<file path="src/rtl/tlb_miss_pkg.sv">
// rtl/tlb_miss_pkg.sv - shared types, widths and response codes for the TLB miss scheduler
package tlb_miss_pkg;

  localparam int PfnWidth = 52;

  typedef logic [PfnWidth-1:0] pfn_t;

  typedef enum logic {
    Idle   = 1'b0,
    Locked = 1'b1
  } sched_state_e;

  typedef enum logic [1:0] {
    HandledNone       = 2'd0,
    HandledOk         = 2'd1,
    HandledNotPending = 2'd2,
    HandledBadId      = 2'd3
  } handled_resp_e;

  function automatic int idx_width(input int n);
    return (n > 1) ? $clog2(n) : 1;
  endfunction

endpackage

</file>
<file path="src/rtl/tlb_miss_sched_rr.sv">
// rtl/tlb_miss_sched_rr.sv - combinational wrapping priority pick starting at the round-robin pointer
module tlb_miss_sched_rr
  import tlb_miss_pkg::*;
#(
  parameter int NumCores = 8,
  localparam int IdxW = idx_width(NumCores)
) (
  input  logic [NumCores-1:0] req_i,
  input  logic [IdxW-1:0]     ptr_i,
  output logic [IdxW-1:0]     idx_o,
  output logic                valid_o
);

  localparam logic [IdxW:0] NumW = (IdxW+1)'(NumCores);

  logic [IdxW:0] sum;

  // One extra bit lets ptr+offset be reduced modulo NumCores with a single subtract.
  always_comb begin
    idx_o   = '0;
    valid_o = 1'b0;
    sum     = '0;
    for (int off = 0; off < NumCores; off++) begin
      sum = {1'b0, ptr_i} + (IdxW+1)'(off);
      if (sum >= NumW) sum = sum - NumW;
      if (!valid_o && req_i[sum[IdxW-1:0]]) begin
        valid_o = 1'b1;
        idx_o   = sum[IdxW-1:0];
      end
    end
  end

endmodule

</file>
<file path="src/rtl/tlb_miss_sched.sv">
// rtl/tlb_miss_sched.sv - round-robin TLB miss dispatcher with pending tracking
// Optional per-core miss timeout enabled by TLB_MISS_SCHED_TIMEOUT_EN.
module tlb_miss_sched
  import tlb_miss_pkg::*;
#(
  parameter int NumCores      = 8,
  parameter int TimeoutCycles = 1024,
  localparam int IdxW = idx_width(NumCores)
) (
  input  logic                clk_i,
  input  logic                rst_ni,
  input  logic                miss_valid_i,
  output logic                miss_ready_o,
  input  logic [IdxW-1:0]     miss_id_i,
  input  logic [NumCores-1:0] cons_req_i,
  output logic [NumCores-1:0] cons_gnt_o,
  output logic [NumCores-1:0] cons_valid_o,
  input  logic [NumCores-1:0] cons_ready_i,
  input  logic                handled_valid_i,
  input  logic [IdxW-1:0]     handled_id_i,
  output logic [NumCores-1:0] pending_o,
  output logic                err_o,
  output logic [NumCores-1:0] timeout_o
);

  typedef logic [IdxW-1:0] core_id_t;

  localparam logic [IdxW:0] NumW = (IdxW+1)'(NumCores);

  function automatic core_id_t next_idx(input core_id_t i);
    return (i == core_id_t'(NumCores-1)) ? '0 : i + core_id_t'(1);
  endfunction

  sched_state_e        state_q, state_d;
  core_id_t            ptr_q, ptr_d, lock_q, lock_d;
  logic [NumCores-1:0] pending_q, pending_d;
  logic                err_q;
  handled_resp_e       hresp;
  logic [NumCores-1:0] gnt, valid, set_vec, clr_vec, to_fire;
  logic                miss_ready;
  core_id_t            win;
  logic                win_valid;

  tlb_miss_sched_rr #(.NumCores(NumCores)) u_rr (
    .req_i   (cons_req_i),
    .ptr_i   (ptr_q),
    .idx_o   (win),
    .valid_o (win_valid)
  );

  always_comb begin
    state_d    = state_q;
    ptr_d      = ptr_q;
    lock_d     = lock_q;
    gnt        = '0;
    valid      = '0;
    miss_ready = 1'b0;
    case (state_q)
      Idle: begin
        if (win_valid) begin
          gnt[win] = 1'b1;
          if (miss_valid_i) begin
            valid[win] = 1'b1;
            if (cons_ready_i[win]) begin
              miss_ready = 1'b1;
              ptr_d      = next_idx(win);
            end else begin
              state_d = Locked;
              lock_d  = win;
            end
          end else begin
            ptr_d = next_idx(win);
          end
        end
      end
      Locked: begin
        gnt[lock_q]   = 1'b1;
        valid[lock_q] = 1'b1;
        if (cons_ready_i[lock_q]) begin
          miss_ready = 1'b1;
          ptr_d      = next_idx(lock_q);
          state_d    = Idle;
        end
      end
      default: state_d = Idle;
    endcase
  end

  // A handoff for the same core wins over a handled report in the same cycle.
  always_comb begin
    set_vec = '0;
    clr_vec = '0;
    hresp   = HandledNone;
    if (miss_ready && ({1'b0, miss_id_i} < NumW)) set_vec[miss_id_i] = 1'b1;
    if (handled_valid_i) begin
      if ({1'b0, handled_id_i} >= NumW) begin
        hresp = HandledBadId;
      end else if (set_vec[handled_id_i]) begin
        hresp = HandledOk;
      end else if (!pending_q[handled_id_i]) begin
        hresp = HandledNotPending;
      end else begin
        hresp = HandledOk;
        clr_vec[handled_id_i] = 1'b1;
      end
    end
  end

  assign pending_d = (pending_q & ~clr_vec & ~to_fire) | set_vec;

  always_ff @(posedge clk_i or negedge rst_ni) begin
    if (!rst_ni) begin
      state_q   <= Idle;
      ptr_q     <= '0;
      lock_q    <= '0;
      pending_q <= '0;
      err_q     <= 1'b0;
    end else begin
      state_q   <= state_d;
      ptr_q     <= ptr_d;
      lock_q    <= lock_d;
      pending_q <= pending_d;
      err_q     <= (hresp == HandledNotPending) || (hresp == HandledBadId);
    end
  end

`ifdef TLB_MISS_SCHED_TIMEOUT_EN
  localparam int CntW = idx_width(TimeoutCycles + 1);

  logic [CntW-1:0]     cnt_q [NumCores];
  logic [NumCores-1:0] timeout_q;

  always_comb begin
    to_fire = '0;
    for (int i = 0; i < NumCores; i++) begin
      to_fire[i] = pending_q[i] && (cnt_q[i] == CntW'(TimeoutCycles - 1))
                   && !clr_vec[i] && !set_vec[i];
    end
  end

  always_ff @(posedge clk_i or negedge rst_ni) begin
    if (!rst_ni) begin
      timeout_q <= '0;
      for (int i = 0; i < NumCores; i++) cnt_q[i] <= '0;
    end else begin
      timeout_q <= to_fire;
      for (int i = 0; i < NumCores; i++) begin
        if (set_vec[i]) cnt_q[i] <= '0;
        else if (pending_q[i]) cnt_q[i] <= cnt_q[i] + CntW'(1);
      end
    end
  end

  assign timeout_o = timeout_q;
`else
  logic unused_timeout_cfg;
  assign unused_timeout_cfg = (TimeoutCycles > 1);
  assign to_fire   = '0;
  assign timeout_o = '0;
`endif

  // Combinational handshake outputs are forced low for the whole reset window.
  assign cons_gnt_o   = rst_ni ? gnt : '0;
  assign cons_valid_o = rst_ni ? valid : '0;
  assign miss_ready_o = rst_ni & miss_ready;
  assign pending_o    = pending_q;
  assign err_o        = err_q;

endmodule
</file>
<file path="config.mk">
export PLATFORM = sky130hd
export DESIGN_NAME = tlb_miss_sched
export DESIGN_NICKNAME = d
export VERILOG_FILES = /design/src/rtl/tlb_miss_pkg.sv /design/src/rtl/tlb_miss_sched_rr.sv /design/src/rtl/tlb_miss_sched.sv
export SDC_FILE = /design/constraint.sdc
export NUM_CORES = 1
export LEC_CHECK = 0
export CAP_MARGIN = 20
export CORE_UTILIZATION = 52
export DETAILED_ROUTE_END_ITERATION = 8
export HOLD_SLACK_MARGIN = 0.06
export PLACE_DENSITY_LB_ADDON = 0.25
export SLEW_MARGIN = 30
export SYNTH_ARGS = -nofsm -noshare
export SYNTH_HDL_FRONTEND = slang
export SYNTH_HIERARCHICAL = 1
export SYNTH_SLANG_ARGS = --single-unit
</file>
<file path="constraint.sdc">
create_clock -name clk_i -period 5.4 [get_ports clk_i]
set_clock_uncertainty 0.2 [all_clocks]
set_input_delay 0.81 -clock clk_i [delete_from_list [all_inputs] [get_ports clk_i]]
set_output_delay 0.81 -clock clk_i [all_outputs]
set_load 0.005 [all_outputs]
</file>
==> flow_summary.rst <==
.. list-table::
   :header-rows: 1

   * - Metric
     - Value
   * - Half-perimeter wire length after detailed placement
     - 5.12 mm
   * - Maximum vdd ir drop
     - 0.000369 V
   * - Maximum number of pins on one net before global-route repair
     - 31
   * - Critical Path Sink
     - miss_ready_o
   * - Worst-path clk slew
     - 0.06 ns
   * - Number of nets with antenna violations after detailed routing
     - 0
   * - Worst slack after detailed placement
     - -0.0141 ns
   * - Number of global-route vias before repair
     - 2362
   * - Capture point of the worst reg-to-reg path
     - pending_o[5]$_DFF_PN0_
   * - Post-synthesis register bit count
     - 16
   * - Total of hold buffers inserted after clock tree synthesis
     - 0
   * - Crit path capture type
     - output port
   * - Type of the worst setup path
     - reg2out
   * - Clock latency on the worst-skew pair
     - 0.25 ns
   * - TritonCTS clock tree
     - built
   * - Gate power share
     - 0.863
   * - Number of enable-type register cells in the synthesized netlist
     - 0
   * - Drt via density
     - 6.24
   * - Floorplan die area
     - 5380 µm²
   * - Final Util
     - 0.686
   * - Sort of element at the start of the critical path
     - flip-flop
   * - Initial drt markers
     - 233
   * - RR Startpoint
     - ptr_q[1]$_DFFE_PN0P_
   * - Number of warnings reported in the yosys synthesis log
     - 6
   * - Fin crit period
     - 5.20 ns
   * - Syn-to-layout area delta
     - 25.0%
   * - Total number of vias
     - 2625
   * - Outcome
     - completed
   * - Top cell type's share of synthesized area
     - 0.151
   * - Height of the die
     - 73.3 µm
   * - Internal power component
     - 1340 µW
   * - Worst setup slack after layout
     - 0.197 ns
   * - Number of remaining DRC errors
     - 0
   * - Class of the tightest hold or removal check
     - reg2reg
   * - Sequential element share of the synthesized area
     - 0.151
   * - Worst-case reg-to-reg path depth
     - 15
   * - Wirelength per Cell
     - 17.1 µm
   * - Basic-gate share of the synthesized area counting and, or, nand and nor cells
     - 0.214
   * - Register share of total power
     - 0.103
   * - Most repeated cell in the gate-level netlist after synthesis
     - sky130_fd_sc_hd__nand2_1
   * - Initial cell density of the core
     - 0.549
   * - PnR Total Power
     - 2640 µW
   * - Final worst hold slack
     - 0.346 ns
   * - Diodes inserted
     - 0
   * - Ratio of cells with drive above 1 in the final layout
     - 0.178
   * - Adder and majority gate portion of the synthesized area
     - 0.0284
   * - Clock buffer count from CTS
     - 3
   * - Summed negative setup slack over all endpoints
     - 0 ns
   * - Clock share of power
     - 0.035
   * - Count of boundary I/O pins
     - 60
   * - Syn Inst Count
     - 307
   * - Chip width
     - 73.3 µm
   * - Wire length of the first global-routing pass
     - 11.2 mm
   * - Pins Over Slew Limit
     - 0
   * - Synth unique cells
     - 68
   * - CTS max path bufs
     - 2
   * - Period utilisation layout
     - 0.964
   * - Async SR Flop Fraction
     - 1.00
   * - Worst setup path startpoint
     - ptr_q[1]$_DFFE_PN0P_
   * - Setup repair after global routing missed its margin
     - false
   * - Critical path data required time
     - 4.39 ns
   * - Sum of routed wire length over all layers
     - 7.22 mm
   * - Library cell with the largest summed area after synthesis
     - sky130_fd_sc_hd__dfrtp_1
   * - Clock H-tree levels
     - 1
   * - Number of iterations in the first detailed-routing pass
     - 5
   * - Clock sinks
     - 16
   * - Total net switching power
     - 1310 µW
   * - Transition time at the pin with the least slew margin
     - 0.718 ns
   * - Root Buffer Master
     - sky130_fd_sc_hd__clkbuf_8
   * - Xor and xnor fraction of the mapped netlist area
     - 0.0199
   * - Top cells by area in the synthesized netlist
     - sky130_fd_sc_hd__dfrtp_1 15%, sky130_fd_sc_hd__mux4_2 10%, sky130_fd_sc_hd__mux2i_1 6.1%
   * - Final-report setup violation count
     - 0
   * - Total number of placement rows
     - 25
   * - Switching power as a share of total power
     - 0.495
   * - Max-Cap Viols
     - 0
   * - Synth cell count leaders
     - 39 x sky130_fd_sc_hd__nand2_1, 17 x sky130_fd_sc_hd__inv_1, 17 x sky130_fd_sc_hd__nor2_1
   * - Static Leak
     - 0.00144 µW
   * - Slew headroom
     - 0.522
   * - Data arrival time of the critical path
     - 4.19 ns
   * - Most common flop cell mapped by yosys
     - sky130_fd_sc_hd__dfrtp_1
   * - Synth Area in Compound Gates
     - 0.213
   * - Overflow left after global routing
     - 0
   * - Post-synthesis average cell area
     - 8.62 µm²
   * - Count of input and output buffers
     - 51
   * - Max Clock Freq
     - 0.192 GHz
   * - Final estimated routing congestion in global placement
     - 0.920
   * - Global router's overall resource usage
     - 0.267
   * - Proportion of synthesized area in mux cells
     - 0.275
   * - Cell Area, Synth
     - 2650 µm²
   * - Antenna violations before repair
     - 0
   * - NumNets Final
     - 388
   * - Reg-to-reg slack, setup
     - 1.06 ns
   * - Maximum fanout encountered on the critical timing path
     - 11
   * - Count of final hold-check violations
     - 0
   * - Main combinational cell family by area after synthesis
     - multiplexers
   * - Pwr/cell area
     - 799 nW/µm²
   * - Core Footprint
     - 4820 µm²
==> critical path: stages, from the launching register on <==
cell and delay, ns:
sky130_fd_sc_hd__dfrtp_1 0.34, sky130_fd_sc_hd__inv_1 0.07, sky130_fd_sc_hd__ha_2 0.47, sky130_fd_sc_hd__buf_4 0.20
sky130_fd_sc_hd__mux2_2 0.37, sky130_fd_sc_hd__a221o_1 0.38, sky130_fd_sc_hd__a2bb2oi_4 0.21, sky130_fd_sc_hd__a211oi_1 0.24
sky130_fd_sc_hd__a31oi_1 0.09, sky130_fd_sc_hd__a211oi_2 0.22, sky130_fd_sc_hd__buf_4 0.21, sky130_fd_sc_hd__nand2b_1 0.13
sky130_fd_sc_hd__o22ai_2 0.09, sky130_fd_sc_hd__o31ai_4 0.20, sky130_fd_sc_hd__nand2_1 0.08, sky130_fd_sc_hd__nor2_1 0.11
sky130_fd_sc_hd__clkdlybuf4s50_1 0.51
==> sequential cells by signal, summed over array words and instances (netlist names) <==
name and cells:
ptr_q 3, err_o 1, lock_q 3, pending_o 8
state_q 1
==> cells by family (layout without fill, tap and decap cells) <==
family / after synthesis / after routing
AOI/OAI and AO/OA: 72 / 72
xor gates and xnor gates: 6 / 6
adders and majority gates: 6 / 6
buffers and inverters: 49 / 89
DFF: 16 / 16
muxes: 47 / 47
other: 1 / 8
and+or+nand+nor: 110 / 110
==> cell usage in the layout, fill, tap and decap left out, types with 3 or more instances in the layout <==
cell type	netlist	routed
sky130_fd_sc_hd__clkbuf_8	0	3
sky130_fd_sc_hd__clkdlybuf4s50_1	0	43
sky130_fd_sc_hd__nor2_1	17	16
sky130_fd_sc_hd__mux2_2	6	6
sky130_fd_sc_hd__nand2_1	39	39
sky130_fd_sc_hd__o31ai_1	3	3
sky130_fd_sc_hd__ha_1	6	4
sky130_fd_sc_hd__mux4_1	4	4
sky130_fd_sc_hd__nand3_1	5	4
sky130_fd_sc_hd__buf_4	11	17
sky130_fd_sc_hd__inv_1	17	17
sky130_fd_sc_hd__nor2b_1	8	8
sky130_fd_sc_hd__conb_1	1	8
sky130_fd_sc_hd__mux2_4	6	6
sky130_fd_sc_hd__xor2_1	5	5
sky130_fd_sc_hd__nand2b_1	9	9
sky130_fd_sc_hd__mux4_2	12	12
sky130_fd_sc_hd__nand4_1	3	3
sky130_fd_sc_hd__o221ai_1	9	9
sky130_fd_sc_hd__dfrtp_1	16	15
sky130_fd_sc_hd__dlymetal6s2s_1	0	8
sky130_fd_sc_hd__o21ai_0	10	10
sky130_fd_sc_hd__a31oi_1	6	6
sky130_fd_sc_hd__mux2_1	3	3
sky130_fd_sc_hd__mux2i_1	16	15
sky130_fd_sc_hd__a21oi_1	16	16
sky130_fd_sc_hd__nor3_1	9	9
==> metrics by stage <==
step | area [µm²] | std cells
after floorplan | 2670 | 314
after global placement | 3190 | 416
after detailed placement | 3190 | 416
after CTS | 3230 | 419
after global routing | 3310 | 421
final | 3310 | 421
==> layout make-up <==
cell class	instances	area, µm²
multi-input cells	249	2050
fillers	393	1510
repair buffers	68	658
flip-flops and latches	16	402
well taps	67	83.8
inverters	18	67.6
clock buffers	3	41.3
==> layer usage <==
metal	vias up	track usage	routed length, µm
met5	-	0	0
met4	0	0.0385	78
met3	12	0.0219	511
met2	145	0.451	3470
met1	1244	0.382	3160
li1	1224	-	-
==> worst min path at each step <==
| stage | startpoint | endpoint | slack [ns] | depth (start not counted) |
|---|---|---|---|---|
| final | pending_o[2]$_DFF_PN0_ | pending_o[2]$_DFF_PN0_ | 0.35 | 2 |
| after global routing | pending_o[0]$_DFF_PN0_ | pending_o[0]$_DFF_PN0_ | 0.38 | 2 |
| after floorplan | rst_ni | err_o$_DFF_PN0_ | 0.31 | 0 |
| after CTS | pending_o[2]$_DFF_PN0_ | pending_o[2]$_DFF_PN0_ | 0.35 | 2 |
| after detailed placement | pending_o[2]$_DFF_PN0_ | pending_o[2]$_DFF_PN0_ | 0.34 | 2 |
| after global placement | pending_o[1]$_DFF_PN0_ | pending_o[1]$_DFF_PN0_ | 0.33 | 2 |
==> timing repair <==
| action | CTS | global route |
|---|---|---|
| setup buffers | 0 | 2 |
| gates resized for setup | 1 | 14 |
| endpoints found under the setup margin | 1 | 13 |
==> power groups by stage <==
stage	Clock, µW	Combinational, µW	Sequential (µW)
CTS	93.6	2160	268
finish	91.3	2280	272
floorplan	0	1680	188
detailed placement	0	2140	271
global route	96.1	2460	281
global placement	0	2100	266
Power figures use the tool's default switching activity.
